### src/rtl/mem_bus_arbiter.sv
// Arbitrates the shared memory bus between icache (loads) and dcache (loads/stores).
// Optional icache aging priority is enabled with the MEM_ARB_AGING_EN macro.
`ifndef XLEN
`define XLEN 32
`endif

module mem_bus_arbiter #(
    parameter int unsigned MAX_OUTSTANDING = 8,
    parameter int unsigned AGE_LIMIT       = 4
) (
    input  logic               clock,
    input  logic               reset,
    input  logic               icache_req_valid,
    input  logic [`XLEN-1:0]   icache_req_addr,
    output logic               icache_req_ready,
    input  logic               dcache_req_valid,
    input  logic [1:0]         dcache_req_command,
    input  logic [`XLEN-1:0]   dcache_req_addr,
    input  logic [63:0]        dcache_req_data,
    output logic               dcache_req_ready,
    output logic [1:0]         proc2mem_command,
    output logic [63:0]        proc2mem_addr,
    output logic [63:0]        proc2mem_data,
    input  logic [3:0]         mem2proc_response,
    input  logic [63:0]        mem2proc_data,
    input  logic [3:0]         mem2proc_tag,
    output logic               icache_resp_valid,
    output logic [63:0]        icache_resp_data,
    output logic               dcache_resp_valid,
    output logic [63:0]        dcache_resp_data,
    output logic [3:0]         loads_in_flight,
    output logic               proto_error
);

    typedef enum logic [1:0] {
        BUS_NONE  = 2'd0,
        BUS_LOAD  = 2'd1,
        BUS_STORE = 2'd2
    } bus_cmd_t;

    typedef enum logic {
        OWN_ICACHE = 1'b0,
        OWN_DCACHE = 1'b1
    } owner_t;

    localparam logic [3:0] MAX_CNT = 4'(MAX_OUTSTANDING);

    // Index 0 is never written (tag 0 means "no tag"), so it stays invalid.
    logic [15:0] entry_valid;
    logic [15:0] entry_owner;
    logic [15:0] next_valid;
    logic [15:0] next_owner;
    logic [3:0]  next_count;

    logic load_ok, dcache_store, dcache_elig, icache_elig, icache_first;
    logic grant_d, grant_i, granted, acc_load, ret_hit, err_now;

`ifdef MEM_ARB_AGING_EN
    localparam logic [3:0] AGE_LIM = 4'(AGE_LIMIT);
    logic [2:0] age;
`endif

    always_comb begin
        load_ok      = loads_in_flight < MAX_CNT;
        dcache_store = dcache_req_command == BUS_STORE;
        dcache_elig  = dcache_req_valid && (dcache_store || load_ok);
        icache_elig  = icache_req_valid && load_ok;
`ifdef MEM_ARB_AGING_EN
        icache_first = icache_elig && ({1'b0, age} >= AGE_LIM);
`else
        icache_first = 1'b0;
`endif
        grant_d = dcache_elig && !icache_first;
        grant_i = icache_elig && !grant_d;
        granted = (mem2proc_response != 4'd0) && !reset;
        acc_load = granted && (grant_i || (grant_d && !dcache_store));
        ret_hit = (mem2proc_tag != 4'd0) && entry_valid[mem2proc_tag];
    end

    always_comb begin
        proc2mem_command  = BUS_NONE;
        proc2mem_addr     = '0;
        proc2mem_data     = '0;
        icache_req_ready  = 1'b0;
        dcache_req_ready  = 1'b0;
        icache_resp_valid = 1'b0;
        icache_resp_data  = '0;
        dcache_resp_valid = 1'b0;
        dcache_resp_data  = '0;
        if (!reset) begin
            if (grant_d) begin
                proc2mem_command = dcache_store ? BUS_STORE : BUS_LOAD;
                proc2mem_addr    = 64'(dcache_req_addr);
                proc2mem_data    = dcache_store ? dcache_req_data : '0;
                dcache_req_ready = granted;
            end else if (grant_i) begin
                proc2mem_command = BUS_LOAD;
                proc2mem_addr    = 64'(icache_req_addr);
                icache_req_ready = granted;
            end
            if (ret_hit) begin
                if (entry_owner[mem2proc_tag] == OWN_DCACHE) begin
                    dcache_resp_valid = 1'b1;
                    dcache_resp_data  = mem2proc_data;
                end else begin
                    icache_resp_valid = 1'b1;
                    icache_resp_data  = mem2proc_data;
                end
            end
        end
    end

    // Return clears before grant sets, so a same-cycle re-grant of the returning tag is legal.
    always_comb begin
        next_valid = entry_valid;
        next_owner = entry_owner;
        if (ret_hit)
            next_valid[mem2proc_tag] = 1'b0;
        if (acc_load) begin
            next_valid[mem2proc_response] = 1'b1;
            next_owner[mem2proc_response] = grant_d ? OWN_DCACHE : OWN_ICACHE;
        end
        err_now = ((mem2proc_tag != 4'd0) && !entry_valid[mem2proc_tag]) ||
                  (acc_load && entry_valid[mem2proc_response] &&
                   !(ret_hit && (mem2proc_tag == mem2proc_response)));
        next_count = '0;
        for (int unsigned i = 0; i < 16; i++)
            next_count = next_count + 4'(next_valid[i]);
    end

    always_ff @(posedge clock or posedge reset) begin
        if (reset) begin
            entry_valid     <= '0;
            entry_owner     <= '0;
            loads_in_flight <= '0;
            proto_error     <= 1'b0;
        end else begin
            entry_valid     <= next_valid;
            entry_owner     <= next_owner;
            loads_in_flight <= next_count;
            proto_error     <= proto_error | err_now;
        end
    end

`ifdef MEM_ARB_AGING_EN
    always_ff @(posedge clock or posedge reset) begin
        if (reset)
            age <= '0;
        else if (grant_i && granted)
            age <= '0;
        else if (icache_elig && (age != 3'd7))
            age <= age + 3'd1;
    end
`endif

endmodule
### config.mk
export PLATFORM = sky130hd
export DESIGN_NAME = mem_bus_arbiter
export DESIGN_NICKNAME = d
export VERILOG_FILES = /design/src/rtl/mem_bus_arbiter.sv
export SDC_FILE = /design/constraint.sdc
export NUM_CORES = 1
export LEC_CHECK = 0
export CAP_MARGIN = 20
export CELL_PAD_IN_SITES_DETAIL_PLACEMENT = 0
export CELL_PAD_IN_SITES_GLOBAL_PLACEMENT = 1
export CORE_AREA = 2 2 183 185
export CTS_BUF_LIST = sky130_fd_sc_hd__clkbuf_8
export DETAILED_ROUTE_END_ITERATION = 16
export DIE_AREA = 0 0 185 187
export GPL_ROUTABILITY_DRIVEN = 0
export GPL_TIMING_DRIVEN = 0
export MAX_ROUTING_LAYER = met4
export PLACE_DENSITY = 0.73
export RECOVER_POWER = 100
export SYNTH_ARGS = -nofsm -noshare
export SYNTH_HDL_FRONTEND = slang
export SYNTH_SLANG_ARGS = --single-unit
### constraint.sdc
create_clock -name clock -period 4.65 [get_ports clock]
set_input_delay 0.465 -clock clock [delete_from_list [all_inputs] [get_ports clock]]
set_output_delay 0.465 -clock clock [all_outputs]
set_load 0.02 [all_outputs]
After elaboration in Yosys (flattened, before gate mapping). Index checks and enable logic that the tools add are counted.

Flip-flop bits (word level): 37. Logic and storage cells: 94. Output and inout bits: 267. Bits of input ports: 206.

Equal/unequal tests: 2. Add/subtract/negate cells: 15. Bitwise gates (word level): 4. Mux-type cells: 41. Reduce and logical (&&, ||, !) cells: 23. Magnitude comparators: 5.

Operator list (number): 64-bit 2-to-1 mux (9); 32-bit 2-to-1 mux (3); 4-bit by 1-bit adder with 4-bit output (12); 16-bit 2-to-1 mux (2); 1-bit 2-to-1 mux (18); 16-bit bitwise AND (1); 16-bit bitwise mux (1); 16-bit NOT (1); 16-bit OR (1); 1-bit logical AND (13); 1-bit binary-select mux with 4-bit select (3); 4-bit by 5-bit less-than comparator with 1-bit output, second input constant (2); 1-bit demux with 4-bit select (2); 4-bit by 1-bit >= comparator with 1-bit output, second input constant (2); 4-bit nonzero test (2); 2-bit 2-to-1 mux (3); 1-bit zero test (5); 3-bit by 1-bit adder with 4-bit output (1); 4-bit equality test (1); 4-bit less-than comparator, second input constant (1); 2-bit by 1-bit adder with 3-bit output (1); 1-bit logical OR (3); 1-bit by 1-bit adder with 2-bit output (1); 2-bit equality test, second input constant (1); 1-bit OR (1).

Logic depth before layout (Yosys ltp). Gate-level depths: netlist (run 1).

Depth after elaboration: 24. Gate-level depth with buffers: 17. Depth with buffers taken out: 16.

Least setup slack after synthesis (run 1). No wires, ideal clock.

Path kind: input -> register. From: input port reset. To: register loads_in_flight[2]. Data arrival time: 4.447 ns. Slack: 0.081 ns. Required time: 4.528 ns. Library setup time: 0.122 ns. Path buffers: 1. Stages: 15. Cells stage by stage: clkbuf_1 -> nor2_1 -> o211ai_1 -> inv_1 -> nand4_1 -> a21bo_2 -> fa_1 -> fa_1 -> fa_1 -> inv_1 -> fa_1 -> inv_1 -> ha_1 -> fa_1 -> xor2_1.

Elaborated cells on any way between the ends: 19. Classes of those cells: 15 x add/sub; 1 x mux; 3 x reduce/logical.

RTL lines: start: declaration (line 12) `input logic reset,`; 1-bit zero test (no source line); 1-bit logical AND (line 75) `granted = (mem2proc_response != 4'd0) && !reset;`; 1-bit logical AND (line 76) `acc_load = granted && (grant_i || (grant_d && !dcache_store));`; 16-bit 2-to-1 mux (line 119) `if (acc_load) begin`; named net next_valid[11] (line 51) `logic [15:0] next_valid;`; 4-bit by 1-bit adder with 4-bit output (5 in a row) (line 128) `next_count = next_count + 4'(next_valid[i]);`; named net next_count[2] (line 53) `logic [3:0] next_count;`; end signal: assignment (line 140) `loads_in_flight <= next_count;`; end: declaration (line 31) `output logic [3:0] loads_in_flight,`.

The timed path passes the listed nets, and every way through them passes these cells. A chain may end at the register's enable or synchronous reset.

Worst setup path in the final report (run 1).
From: input port mem2proc_tag[1]. To: output port icache_resp_data[42].

Longest elaborated chain between the ends: 5. Elaborated cells on any way between the ends: 9. Classes of those cells: 7 x mux; 2 x reduce/logical.

RTL lines: start: declaration (line 26) `input logic [3:0] mem2proc_tag,`; 1-bit binary-select mux with 4-bit select, on equally long branches (line 102, 77); 1-bit 2-to-1 mux, on equally long branches (line 102, 77); 64-bit 2-to-1 mux or 1-bit logical AND (tied branches) (line 102, 77); 64-bit 2-to-1 mux * (line 101) `if (ret_hit) begin`; 64-bit 2-to-1 mux * (line 90) `if (!reset) begin`; end: declaration (line 28) `output logic [63:0] icache_resp_data,`.

Every way passes the cells marked *; elsewhere a longest branch is shown, timed or not. The select of a mux whose other input is x is not followed.

==> results of run 1 <==
## metal layers
layer  share of wire (%)  global-route usage (%)  wire [um]  vias to the layer above
met5                   0                       -          0                        -
li1                    -                       -          -                     3262
met1                  41                    19.6      12100                     3245
met2                  49                    28.3      14200                      336
met4                 1.2                    1.71        348                        0
met3                 8.9                    4.40       2610                       20
## worst max path at each step
| stage | from | end | slack, ps | depth (start not counted) |
|---|---|---|---|---|
| 6_report | mem2proc_tag[1] | icache_resp_data[42] | 90 | 11 |
| 2_1_floorplan | reset | loads_in_flight[2] | 80 | 15 |
| 5_1_grt | mem2proc_tag[1] | icache_resp_data[17] | 10 | 11 |
| 4_1_cts | reset | loads_in_flight[2] | -40 | 16 |
| 3_5_place_dp | reset | loads_in_flight[2] | -1050 | 16 |
| 3_3_place_gp | reset | loads_in_flight[2] | -1000 | 16 |
## placed cells by master, fill, tap and decap left out, drive strengths merged, types with 6 or more instances in the layout
| master | n |
|---|---|
| clkdlybuf4s50 | 210 |
| o21ai | 6 |
| nor2 | 44 |
| nand3 | 6 |
| mux4 | 9 |
| dlygate4sd3 | 223 |
| fa | 10 |
| conb | 32 |
| clkbuf | 63 |
| dfrtp | 37 |
| nand4 | 9 |
| nor2b | 10 |
| a21o | 10 |
| buf | 71 |
| inv | 14 |
| nor4 | 133 |
| mux2i | 7 |
| mux2 | 16 |
| and2 | 66 |
| nand2 | 76 |
| a22oi | 35 |
## metrics by stage
stage	power [uW]	cells
after floorplan	1500	678
after global placement	2200	1564
after detailed placement	2190	1564
after CTS	2490	1581
after global routing	2640	1588
final	2440	1588
## power by group
part / internal [uW] / switching, uW / total [uW]
Clock: 134 / 121 / 255
Combinational: 744 / 971 / 1720
Sequential: 414 / 51.3 / 466
## layout make-up
class | instances | area [um2] | share of cell area [%]
Antenna cell | 3 | 7.51 | 0.0722
Inverter | 14 | 52.6 | 0.505
Buffer | 114 | 653 | 6.28
Clock buffer | 7 | 96.3 | 0.926
Sequential cell | 37 | 926 | 8.90
Tap cell | 448 | 561 | 5.39
Multi-Input combinational cell | 513 | 3620 | 34.8
Timing Repair Buffer | 451 | 4480 | 43.1
Clock inverter | 1 | 5.00 | 0.0481
## repair_timing
action                                  in CTS  in global routing
endpoints found under the setup margin      15                  5
pin swaps                                    3                  6
buffers inserted                             9                  4
gates resized for setup                     23                 21
endpoints found under the hold margin        0                  0
## kinds of logic (layout without fill, tap and decap cells)
family / after synthesis / in the layout / synth area share (%)
AO/OA/AOI/OAI: 67 / 67 / 9.64
XOR/XNOR: 6 / 6 / 1.04
flip-flops: 37 / 37 / 18.2
buffers and inverters: 128 / 587 / 13.9
other: 1 / 35 / 0.0739
multiplexers: 32 / 32 / 8.92
adder cells (fa/ha/maj): 15 / 15 / 5.18
AND/OR/NAND/NOR: 361 / 361 / 43.0
## registers in the layout (all words and copies together) (netlist names)
name / cells
entry_owner: 16
entry_valid: 16
loads_in_flight: 4
proto_error: 1
## worst register-to-register path, stage by stage (launching register included)
cell      delay, ps
dfrtp_1         470
nor2_4          140
o211ai_1        160
inv_2           130
nand4_1         170
a21boi_2        230
fa_1            540
inv_1            60
fa_1            440
fa_1            490
inv_1            60
fa_1            480
inv_1            50
ha_1            210
fa_2            390
xor2_1          150
==> reports/metrics.yaml, run 1 <==
min_delay_path_depth: 1
htreeDepth: 2
drt_iter0_markers: 335
hold_path_class: "reg2reg"
finalSetupTns_ps: 0
critPathCaptureType: "output port"
portBuffers: 438
dp_hpwl_um: 24700
maxCapViolations: 0
path_clk_slew_ps: 70
final_max_slew_viol_count: 0
path_buf_inv: 7
maxSlewHeadroom_pct: 3.13
syn2layout_area_growth_pct: 105
ff2ff_path_depth: 15
start_kind: "input pin"
yosysMostFrequentCell: "nor4_1"
min_to: "entry_owner[0]"
netlist_area_um2: 5080
grt_pass1_vias: 6867
die_y_um: 187
dr_total_vias: 6863
cts_tree: "done"
critical-path-top-delay-family: "buffers and inverters"
rsz0062_at_grt: "false"
synth-main-ff-cell: "dfrtp_1"
cts_sinks: 37
die_w_um: 185
cp_slowest_stage_delay_ps: 710
grt_usage_pct: 16.4
hold_viol: 0
cp_common_cell: "clkbuf_1"
nNetsFinal: 1357
power_density_nw_per_um2: 234
rows: 67
wl_per_cell_um: 18.5
drc: 0
crit_chain: "dlygate4sd2_1, buf_6, buf_4, mux2i_1, mux4_2, and2_0, clkbuf_2, clkbuf_1, clkbuf_1, nor4_1, clkdlybuf4s50_1"
synth_top_area_share_pct: 18.2
crit_path_top_delay_cell: "clkdlybuf4s50_1"
synthCells: 647
synth_top_cell_by_area: "dfrtp_1"
drive_gt1_share_pct: 13.7
fin_crit_ps: 4560
antenna_found_initial: 3
wl_um: 29300
overflow: 0
synth_common_cells: "nor4_1 (97), nand2_1 (76), and2_1 (66)"
status: "complete, no violations"
rr_startpoint: "loads_in_flight[3]"
ys_warn_count: 0
fill_cells: 3537
dp_slack_ps: -1050
hp-start: "entry_owner[0]"
cp.arrival_ps: 4090
worst_pin_slew_ps: 1450
insertion_delay_ps: 300
post-route-period-util_pct: 98.0
worst_slack_ps: 90.9
synth_seq_area_share_pct: 18.2
synth-seq-cells: 37
synth.area.top_cells: "dfrtp_1 (18%), nor4_1 (12%), nor4_2 (8.9%), and2_1 (8.1%), nand2_1 (5.6%)"
ctsRootBufferMaster: "clkbuf_8"
synth.avg_cell_area_um2: 7.85
fin_area_um2: 10400
reg2reg_slack_ps: 380
setup_viol: 0
vias_per_cell: 4.32
synth-edff-count: 0
worstPathRequired_ps: 4180
io_pins: 473
cts_hold_buf: 0
drtPass1Iterations: 5
cts_made_buffers: 5
ir_drop_mv: 0.409
die_area_um2: 34600
placed_area_um2: 10100
p_leak_uw: 0.00458
crit_type: "in2out"
cp_max_fo: 10
initial_utilization_pct: 15.4
r2r-end: "loads_in_flight[2]"
fin_skew_ps: 8.30
async_reset_ff_share_pct: 100
ant_nets: 0
hold-worst-slack_ps: 462
post-route-util_pct: 31.6
ys_types: 43
grt_pass1_wl_um: 42400
grt_max_degree: 38
fmax_mhz: 219
core_um2: 32900
clock_path_buffers: 2
(Power assumes the default switching activity.)
==> run 2: changes to the inputs <==
--- a/config.mk
+++ b/config.mk
@@ -14,6 +14,7 @@
 export DIE_AREA = 0 0 185 187
 export GPL_ROUTABILITY_DRIVEN = 0
 export GPL_TIMING_DRIVEN = 0
+export HOLD_SLACK_MARGIN = 0.15
 export MAX_ROUTING_LAYER = met4
 export PLACE_DENSITY = 0.73
 export RECOVER_POWER = 100
==> constraint.sdc (replaced) <==
create_clock -name clock -period 4.65 [get_ports clock]
set_input_delay 1.395 -clock clock [delete_from_list [all_inputs] [get_ports clock]]
set_output_delay 1.395 -clock clock [all_outputs]
set_load 0.02 [all_outputs]
==> run 2 against run 1 <==
  * The run now ends with setup timing left
  * Sequential cell count stayed put
  * Critical path depth increased by 2
  * Clock power shrank 9.4%
  * Register-to-register slack barely moved
  * Sequential power grew 0.9%
  * Non-clock buffer count is 127 higher
  * Via count rose by 15%
  * Maximum frequency fell by 10%
  * Routed wire length rose by 27%
  * Worst setup slack worse by 520 ps
  * First-iteration DRC count up 7.5%
  * Highest routed layer unchanged
==> reports/metrics.yaml, run 2 (synthesis results as in run 1) <==
cp_common_cell: "fa_1"
die_y_um: 187
cp_max_fo: 10
hold_viol: 0
drc: 0
overflow: 0
dr_total_vias: 7860
drt_iter0_markers: 360
r2r-end: "loads_in_flight[1]"
ff2ff_path_depth: 15
rows: 67
grt_pass1_vias: 7892
crit_chain: "clkdlybuf4s15_2, clkbuf_4, nand4_1, buf_4, a21bo_4, fa_1, fa_1, fa_1, inv_2, fa_1, inv_2, ha_4, fa_2"
dp_hpwl_um: 27100
antenna_found_initial: 3
power_density_nw_per_um2: 262
cp_slowest_stage_delay_ps: 560
cts_sinks: 37
fin_skew_ps: 7.23
rsz0062_at_grt: "true"
setup_viol: 115
nNetsFinal: 1484
grt_usage_pct: 19.8
htreeDepth: 2
start_kind: "input pin"
initial_utilization_pct: 15.4
core_um2: 32900
fin_crit_ps: 5070
grt_max_degree: 38
worst_pin_slew_ps: 1110
die_area_um2: 34600
ctsRootBufferMaster: "clkbuf_8"
ir_drop_mv: 0.268
placed_area_um2: 11000
path_clk_slew_ps: 80
drive_gt1_share_pct: 47.0
cp.arrival_ps: 5310
p_leak_uw: 0.00571
grt_pass1_wl_um: 50200
rr_startpoint: "loads_in_flight[3]"
crit_path_top_delay_cell: "fa_1"
violations: "setup timing"
reg2reg_slack_ps: 380
portBuffers: 438
critPathCaptureType: "flop"
cts_made_buffers: 5
crit_type: "in2reg"
cts_tree: "done"
worstPathRequired_ps: 4880
cts_hold_buf: 0
drtPass1Iterations: 5
wl_um: 37100
hold-worst-slack_ps: 482
top_regs: "entry_owner: 16 flops, entry_valid: 16 flops, loads_in_flight: 4 flops"
cp-startpoint: "mem2proc_response[1]"
io_pins: 473
status: "finished, violations left"
vias_per_cell: 4.58
post-route-period-util_pct: 109
worst_slack_ps: -424
layout_common_cells: "clkdlybuf4s50_1 (283), buf_4 (225), nor4_4 (121)"
fill_cells: 3089
hold_path_class: "reg2reg"
fmax_mhz: 197
insertion_delay_ps: 300
ant_nets: 0
maxCapViolations: 0
die_w_um: 185
syn2layout_area_growth_pct: 180
endpoint: "loads_in_flight[1]"
layout_commonest_cell: "clkdlybuf4s50_1"
final_max_slew_viol_count: 0
clock_path_buffers: 2
maxSlewHeadroom_pct: 25.0
wl_per_cell_um: 21.7
post-route-util_pct: 43.2
fin_area_um2: 14200
[run 2: cell types whose count changed in the layout (fill, tap and decap cells not counted), moves of 27 or more]
cell / change
nor4_1: -94
clkdlybuf4s50_1: +73
nor4_4: +121
clkbuf_1: -40
dlygate4sd3_1: -223
buf_4: +179
buf_6: +42
buf_12: +40
nor4_2: -27
[run 2: how the worst min path moves through the flow]
stage / to / slack (ps) / depth (start not counted) / from
after floorplan: entry_owner[0] / 420 / 1 / entry_owner[0]
after detailed placement: entry_owner[0] / 470 / 1 / entry_owner[0]
after global placement: entry_owner[0] / 440 / 1 / entry_owner[0]
after CTS: proto_error / 490 / 1 / proto_error
after global routing: proto_error / 510 / 1 / proto_error
final: proto_error / 480 / 1 / proto_error
[run 2: metal layers]
metal	vias to the layer above	track usage [%]	routed length, um
met5	-	-	0
met4	0	6.84	1690
met3	92	3.86	2830
met2	466	37.1	19900
met1	3766	20.3	12700
li1	3536	-	-
[run 2: layout make-up]
class,instances,area (um2),share of cell area (%)
Timing Repair Buffer,584,5870,41.3
Multi-Input combinational cell,513,5420,38.2
Buffer,108,1280,9.03
Sequential cell,37,926,6.52
Clock inverter,3,13.8,0.0970
Tap cell,448,561,3.95
Inverter,14,52.6,0.370
Antenna cell,3,7.51,0.0529
Clock buffer,5,68.8,0.485
[run 2: metrics by stage]
step	power, uW	setup slack [ps]	TNS [ps]	std cells
floorplan	1710	-466	-3070	678
global placement	2430	-1810	-274440	1564
detailed placement	2450	-1810	-274830	1564
CTS	3130	-413	-13430	1677
global route	3960	-533	-20570	1715
finish	3720	-424	-9080	1715
[run 2: critical path: cells and delay by family]
| kind | cells | cell delay, ps |
|---|---|---|
| buffers and inverters | 5 | 890 |
| AO/OA/AOI/OAI | 1 | 180 |
| adder cells (fa/ha/maj) | 6 | 2680 |
| AND/OR/NAND/NOR | 1 | 160 |
[run 2: power by group]
part	leakage [uW]	internal [uW]	total (uW)	switching, uW
sequential	0.000468	415	470	55.5
combinational	0.00520	1500	3020	1520
clock	0.0000491	102	231	129
total	0.00571	2010	3720	1710
[run 2: what timing repair did]
action,4_1_cts,5_1_grt
setup endpoints to repair,234,169
buffers inserted,104,29
pin swaps,67,98
gates cloned,3,18
resized for setup,975,273
